--- src/rtl/proc_trace_buffer.sv ---
// Trace capture unit: arm, wait for a PC trigger, record retired instructions into a FWFT FIFO.
// Optional PROC_TRACE_TIMESTAMP_EN prefixes each record with a 16-bit free-running cycle stamp.
module proc_trace_buffer #(
  parameter int DEPTH  = 16,
  parameter int ADDR_W = 4,
  parameter int PC_W   = 16,
  parameter int DATA_W = 16,
  parameter int REG_W  = 3,
`ifdef PROC_TRACE_TIMESTAMP_EN
  parameter int TS_W   = 16,
`else
  parameter int TS_W   = 0,
`endif
  parameter int REC_W  = TS_W + PC_W + 2*DATA_W + 1 + REG_W
) (
  input  logic              clk,
  input  logic              reset,
  input  logic              arm,
  input  logic              clear,
  input  logic              trig_any,
  input  logic [PC_W-1:0]   trig_pc,
  input  logic              stop_on_full,
  input  logic              in_valid,
  input  logic [PC_W-1:0]   in_pc,
  input  logic [DATA_W-1:0] in_instr,
  input  logic              in_reg_write,
  input  logic [REG_W-1:0]  in_write_reg,
  input  logic [DATA_W-1:0] in_write_data,
  output logic [REC_W-1:0]  rec_data,
  output logic              rec_valid,
  input  logic              rec_ready,
  output logic [ADDR_W:0]   count,
  output logic [15:0]       overflow_cnt,
  output logic [1:0]        state
);

  typedef enum logic [1:0] {IDLE = 2'b00, ARMED = 2'b01, CAPTURE = 2'b10, DONE = 2'b11} state_t;

  localparam logic [ADDR_W:0]   FULL_CNT = (ADDR_W+1)'(DEPTH);
  localparam logic [ADDR_W:0]   LAST_CNT = (ADDR_W+1)'(DEPTH-1);
  localparam logic [ADDR_W:0]   CNT_ONE  = 1;
  localparam logic [ADDR_W-1:0] PTR_ONE  = 1;

  state_t            st;
  logic              arm_q;
  logic [ADDR_W-1:0] wr_ptr, rd_ptr;
  logic [REC_W-1:0]  mem [DEPTH];
  logic [REC_W-1:0]  rec_in;
  logic              full, pop, want, push, drop, stop_hit;

`ifdef PROC_TRACE_TIMESTAMP_EN
  logic [15:0] ts;
  always_ff @(posedge clk or posedge reset)
    if (reset) ts <= '0;
    else       ts <= ts + 16'd1;
  assign rec_in = {ts, in_pc, in_instr, in_reg_write, in_write_reg, in_write_data};
`else
  assign rec_in = {in_pc, in_instr, in_reg_write, in_write_reg, in_write_data};
`endif

  // Output is gated by occupancy so an async reset presents zero data at once
  assign rec_valid = (count != '0);
  assign rec_data  = rec_valid ? mem[rd_ptr] : '0;
  assign state     = st;

  assign full  = (count == FULL_CNT);
  assign pop   = rec_valid && rec_ready && !clear;
  assign want  = in_valid && arm && !clear &&
                 ((st == ARMED && (trig_any || in_pc == trig_pc)) || st == CAPTURE);
  assign push  = want && (!full || pop);
  assign drop  = want && full && !pop && !stop_on_full;
  // Stop when this write fills the FIFO, or a record arrives that cannot fit
  assign stop_hit = stop_on_full && (push ? (!pop && count == LAST_CNT) : want);

  always_ff @(posedge clk)
    if (push) mem[wr_ptr] <= rec_in;

  always_ff @(posedge clk or posedge reset) begin
    if (reset) begin
      st           <= IDLE;
      arm_q        <= 1'b0;
      wr_ptr       <= '0;
      rd_ptr       <= '0;
      count        <= '0;
      overflow_cnt <= '0;
    end else begin
      arm_q <= arm;
      if (clear) begin
        st           <= IDLE;
        wr_ptr       <= '0;
        rd_ptr       <= '0;
        count        <= '0;
        overflow_cnt <= '0;
      end else begin
        if (push) wr_ptr <= wr_ptr + PTR_ONE;
        if (pop)  rd_ptr <= rd_ptr + PTR_ONE;
        if (push && !pop)      count <= count + CNT_ONE;
        else if (pop && !push) count <= count - CNT_ONE;
        if (drop && overflow_cnt != 16'hFFFF) overflow_cnt <= overflow_cnt + 16'd1;
        case (st)
          IDLE:           if (arm && !arm_q) st <= ARMED;
          ARMED, CAPTURE: if (!arm) st <= IDLE;
                          else if (want) st <= stop_hit ? DONE : CAPTURE;
          DONE:           if (!arm) st <= IDLE;
          default:        st <= IDLE;
        endcase
      end
    end
  end

endmodule

--- config.mk ---
export PLATFORM = sky130hd
export DESIGN_NAME = proc_trace_buffer
export DESIGN_NICKNAME = d
export VERILOG_FILES = /design/src/rtl/proc_trace_buffer.sv
export SDC_FILE = /design/constraint.sdc
export NUM_CORES = 1
export LEC_CHECK = 0
export BUFFER_PORTS_ARGS = -buffer_cell sky130_fd_sc_hd__buf_2
export CORE_UTILIZATION = 65
export CTS_BUF_LIST = sky130_fd_sc_hd__clkbuf_8
export DETAILED_ROUTE_END_ITERATION = 10
export GPL_TIMING_DRIVEN = 0
export PLACE_DENSITY = 0.92
export SLEW_MARGIN = 25
export SYNTH_ARGS = -nofsm -noshare
export SYNTH_HDL_FRONTEND = slang
export SYNTH_SLANG_ARGS = --single-unit
--- constraint.sdc ---
create_clock -name clk -period 6.65 [get_ports clk]
set_input_delay 1.33 -clock clk [delete_from_list [all_inputs] [get_ports clk]]
set_output_delay 1.33 -clock clk [all_outputs]
set_load 0.05 [all_outputs]
# ---- Word-level counts from Yosys, hierarchy flattened
# Memories as Yosys holds them, arrays and structs flattened.
# Index checks and enable logic that the tools add are counted.
dict set report word_totals {
  ram_bits 832
  out_inout_bits 76
  elab_cells 75
  register_bits 32
  memories 1
}
# name words word_bits read_ports rd_clocked_by_memory_dff write_ports line_no
set mem_list {}
lappend mem_list {mem 16 52 1 0 1 47} ;# logic [REC_W-1:0] mem [DEPTH];
dict set report op_classes {
  add_sub_neg 5
  n_mux 20
  n_reduce_logical 33
  n_eq_ne 10
}
# operator count
set op_table {}
lappend op_table {{$mux W52} 1}
lappend op_table {{$mux W16} 2}
lappend op_table {{$add A16 B1 Y16 const B} 1}
lappend op_table {{$eq A16 B16 Y1} 1}
lappend op_table {{$logic_and A1 B1 Y1} 16}
lappend op_table {{$mux W4} 4}
lappend op_table {{$ne A16 B16 Y1 const B} 1}
lappend op_table {{$mux W5} 3}
lappend op_table {{$mux W2} 5}
lappend op_table {{$add A4 B1 Y4 const B} 2}
lappend op_table {{$logic_not A1 Y1} 6}
lappend op_table {{$ne A3 B3 Y1 const B} 2}
lappend op_table {{$pmux W2 S3} 1}
lappend op_table {{$reduce_bool A2 Y1} 3}
lappend op_table {{$add A5 B1 Y5 const B} 1}
lappend op_table {{$eq A5 B4 Y1 const B} 1}
lappend op_table {{$eq A5 B5 Y1 const B} 1}
lappend op_table {{$reduce_bool A5 Y1} 1}
lappend op_table {{$sub A5 B1 Y5 const B} 1}
lappend op_table {{$eq A2 B2 Y1 const B} 2}
lappend op_table {{$mux W1} 4}
lappend op_table {{$ne A4 B4 Y1 const B} 1}
lappend op_table {{$logic_or A1 B1 Y1} 3}
lappend op_table {{$reduce_and A3 Y1} 1}
lappend op_table {{other kinds (4)} 4}

# ---- Depth between registers and ports, before layout
dict set report depth {
  depth_word 13
  ltp_mapped 11
  depth_no_buf 11
}

# ---- Least setup slack after synthesis
# No wires, ideal clock.
dict set report synth_path {
  kind {input port to flip-flop}
  startpoint {input port trig_pc[11]}
  endpoint {memory mem[10][0] (netlist bit), enable pin}
  t_arrival_ns 4.666
  required_time_ns 6.188
  setup_slack_ns 1.522
  n_path_buf 0
  path_stages 6
  path_cell_list {xnor2_1 nand4_1 nor4_4 o21a_1 nand4b_1 nor2_1}
}
dict set report synth_via {
  elab_chain_cells 8
}
# element line_no
set synth_lines {}
lappend synth_lines {{start: declaration} 21} ;# input logic [PC_W-1:0] trig_pc,
lappend synth_lines {{$eq A16 B16 Y1} 69} ;# ((st == ARMED && (trig_any || in_pc == trig_pc)) || st == CAPTURE);
lappend synth_lines {{$logic_or A1 B1 Y1} 69}
lappend synth_lines {{$logic_and A1 B1 Y1} 69}
lappend synth_lines {{$logic_or A1 B1 Y1} 69}
lappend synth_lines {{$logic_and A1 B1 Y1} 68} ;# assign want = in_valid && arm && !clear &&
lappend synth_lines {{$logic_and A1 B1 Y1} 70} ;# assign push = want && (!full || pop);
lappend synth_lines {{$mux W1} 76} ;# if (push) mem[wr_ptr] <= rec_in;
lappend synth_lines {{$mux W1 (implied by the code)} 76}
lappend synth_lines {{end: declaration} 47}
# Every way passes these cells.

# ---- Worst setup path in the final report
dict set report layout_path {
  startpoint {register rd_ptr[0]}
  endpoint {output port rec_data[39]}
}
dict set report layout_via {
  elab_chain_cells 2
}
# element line_no
set layout_lines {}
lappend layout_lines {{start: declaration} 46} ;# logic [ADDR_W-1:0] wr_ptr, rd_ptr;
lappend layout_lines {{start signal: assignment} 96} ;# if (pop) rd_ptr <= rd_ptr + PTR_ONE;
lappend layout_lines {{$mem_v2 Z16 W52} --}
lappend layout_lines {{$mux W52} 63} ;# assign rec_data = rec_valid ? mem[rd_ptr] : '0;
lappend layout_lines {{end: declaration} 29} ;# output logic [REC_W-1:0] rec_data,
# Every way passes these cells.

==> flow_summary.json <==
{
  "outcome": "finished, final reports clean",
  "cts_resized": 0,
  "clock_sinks": 864,
  "grt_overflow": 0,
  "dieWidth_um": 230.2,
  "areaGrowthSynthToFinish_pct": 14.08,
  "min_to": "overflow_cnt[14]$_DFFE_PP0P_",
  "cts_tree": "yes",
  "max_slew_margin": 0.3565,
  "stdcell_area_mm2": 0.03861,
  "avgSynthCellArea_um2": 22.94,
  "cts_made_buffers": 134,
  "holdBufCountCts": 0,
  "synth_top_cells_by_area": "edfxtp_1 (74%), mux4_2 (17%), dfrtp_1 (2.4%)",
  "tns_ns": 0,
  "drc": 0,
  "drv_cap": 0,
  "nNetsFinal": 1882,
  "crit_slowest_cell": "mux4_2",
  "layout-drive-gt1-share": 0.3535,
  "die_area_mm2": 0.05298,
  "num_rows": 83,
  "grt_max_degree": 34,
  "cts_root_buf": "clkbuf_8",
  "cts_max_level": 4,
  "io_pins": 152,
  "post_dp_cell_area_mm2": 0.03616,
  "required_ns": 5.32,
  "vias": 18070,
  "worstPathCellList": "clkbuf_1, clkbuf_1, buf_2, mux4_2, mux4_2, nor2b_1, buf_2",
  "fmax_ghz": 0.1837,
  "wirelength_um": 87330,
  "crit_path_end_kind": "output port",
  "start_kind": "flop",
  "clock_path_buffers": 3,
  "synth.most_common_cell": "edfxtp_1",
  "initialDrtViolationCount": 2842,
  "synth_warnings": 0,
  "drtAntennaViolNets": 0,
  "yosysTopAreaCell": "edfxtp_1",
  "r2r_slack_ns": 2.91,
  "multi_input_comb_area_mm2": 0.007739,
  "rr_worst_depth": 9,
  "clk_latency_ns": 0.79,
  "hold_violations": 0,
  "grt_pass1_vias": 19010,
  "core_mm2": 0.05141,
  "setup_viol": 0,
  "rsz0062_at_grt": "false",
  "n_fill_cell": 2450,
  "synth_edf_count": 832,
  "hpwlAfterDp_um": 52410,
  "gp_routability_congestion": 0.7744,
  "cp_top_family": "buffers and inverters",
  "period_needed_ns": 5.443,
  "cts_setup_buffers": 0,
  "seq_area_frac_synth": 0.7619,
  "r2r-end": "mem[2][14]$_DFFE_PP_",
  "synth.net_count": 1566,
  "grt_usage": 0.3416,
  "clkTransAtPathRegs_ns": 0.06,
  "tightest_slew_ns": 0.9652,
  "worstHoldStart": "overflow_cnt[14]$_DFFE_PP0P_",
  "whs_path_depth": 1,
  "crit_buf_inv": 4,
  "synth_top_area_frac": 0.7382,
  "cp.depth": 7,
  "synthArstFlopShare": 0.03704,
  "r2r-start": "state[0]$_DFFE_PP0P_",
  "p_leak_nw": 12.43,
  "place.port_buffers": 151,
  "drv_slew": 0,
  "netlist_top_cells_count": "edfxtp_1 (832), mux4_2 (260), nor2b_1 (55)",
  "min_period_over_period": 0.8186,
  "max_stage_delay_ns": 0.69,
  "die_h_um": 230.2,
  "viasPerCell": 7.026,
  "antenna_found_initial": 10,
  "synth_flop_cell": "edfxtp_1",
  "syn_area_mm2": 0.03384,
  "crit_type": "flop to output port",
  "cp_max_fo": 10,
  "dr.pass1.iters": 5,
  "wl_per_cell_um": 33.95,
  "finalClockSkew_ns": 0.02589,
  "initial_core_util": 0.6584,
  "ys_types": 51,
  "ys_seq_elements": 864,
  "powerDensity_mw_per_mm2": 368.2,
  "seq_area_mm2": 0.02578,
  "grt_pass1_wl_um": 125100,
  "arrival_ns": 4.11,
  "min_path_type": "flop to flop",
  "ir_drop_mv": 0.3151,
  "netlist_instances": 1475
}
## layout by cell type (no fill, tap or decap), types with 14 or more instances in the layout
cell	Yosys	routed
xnor2_1	17	17
nor2b_1	55	55
nand3_1	14	14
inv_1	16	52
nand2_1	15	15
ha_1	14	14
buf_2	24	176
edfxtp_1	832	832
clkbuf_1	44	43
clkbuf_8	0	137
mux4_2	260	260
a21oi_1	20	20
dfrtp_1	32	32
clkinv_1	0	31
## routing by layer
metal | vias up | share of wire | track usage
met4 | 12 | 0.042 | 0.1536
met3 | 317 | 0.12 | 0.08904
met2 | 1655 | 0.51 | 0.5696
met5 | - | 0.00089 | 0
li1 | 6914 | - | -
met1 | 9174 | 0.32 | 0.4259
## flip-flops by register name, summed over array words and instances, names as in the netlist
signal,cells
mem,832
count,5
overflow_cnt,16
state,2
arm_q,1
rd_ptr,4
wr_ptr,4
## how the worst max path moves through the flow
stage | from | endpoint | slack (ns)
finish | rd_ptr[0]$_DFFE_PP0P_ | rec_data[39] | 1.21
global route | rd_ptr[0]$_DFFE_PP0P_ | rec_data[39] | 1.07
CTS | rd_ptr[1]$_DFFE_PP0P_ | rec_data[39] | 1.14
detailed placement | in_pc[14] | mem[2][20]$_DFFE_PP_ | 1.11
global placement | in_pc[14] | mem[8][20]$_DFFE_PP_ | -1.91
floorplan | trig_pc[11] | mem[10][0]$_DFFE_PP_ | 1.52
## where the power goes
group	total, W	switching [W]	internal, W	leakage [nW]
Sequential	0.00603	0.0000389	0.00599	7.91
Clock	0.00412	0.00201	0.00211	1.36
Combinational	0.00406	0.00258	0.00148	3.15
## cell families after synthesis
logic type | synth area share
adders and majority gates | 0.005767
xor gates and xnor gates | 0.005693
DFF | 0.7619
buffers and inverters | 0.01131
muxes | 0.1746
AOI/OAI and AO/OA | 0.01239
and+or+nand+nor | 0.02836
## metrics by stage
stage               hold slack [ns]  setup slack (ns)    util  instances  power (W)
floorplan                    0.5176             1.522       -       1475   0.009041
global placement             0.5259            -1.912  0.6896       2306   0.009978
detailed placement           0.5539             1.112  0.7033       2335    0.01017
CTS                          0.5623             1.141  0.7507       2567    0.01424
global route                 0.5797             1.075  0.7510       2571    0.01461
finish                       0.5726             1.207  0.7511       2572    0.01422
## area by class of cell
type / count / share of cell area
flip-flops and latches: 864 / 0.6679
multi-input cells: 519 / 0.2004
clock buffers: 137 / 0.04884
repair buffers: 180 / 0.03620
well taps: 680 / 0.02204
clock inverters: 95 / 0.01419
plain buffers: 76 / 0.008556
inverters: 16 / 0.001556
diodes: 5 / 0.0003241
(Power assumes the default switching activity.)
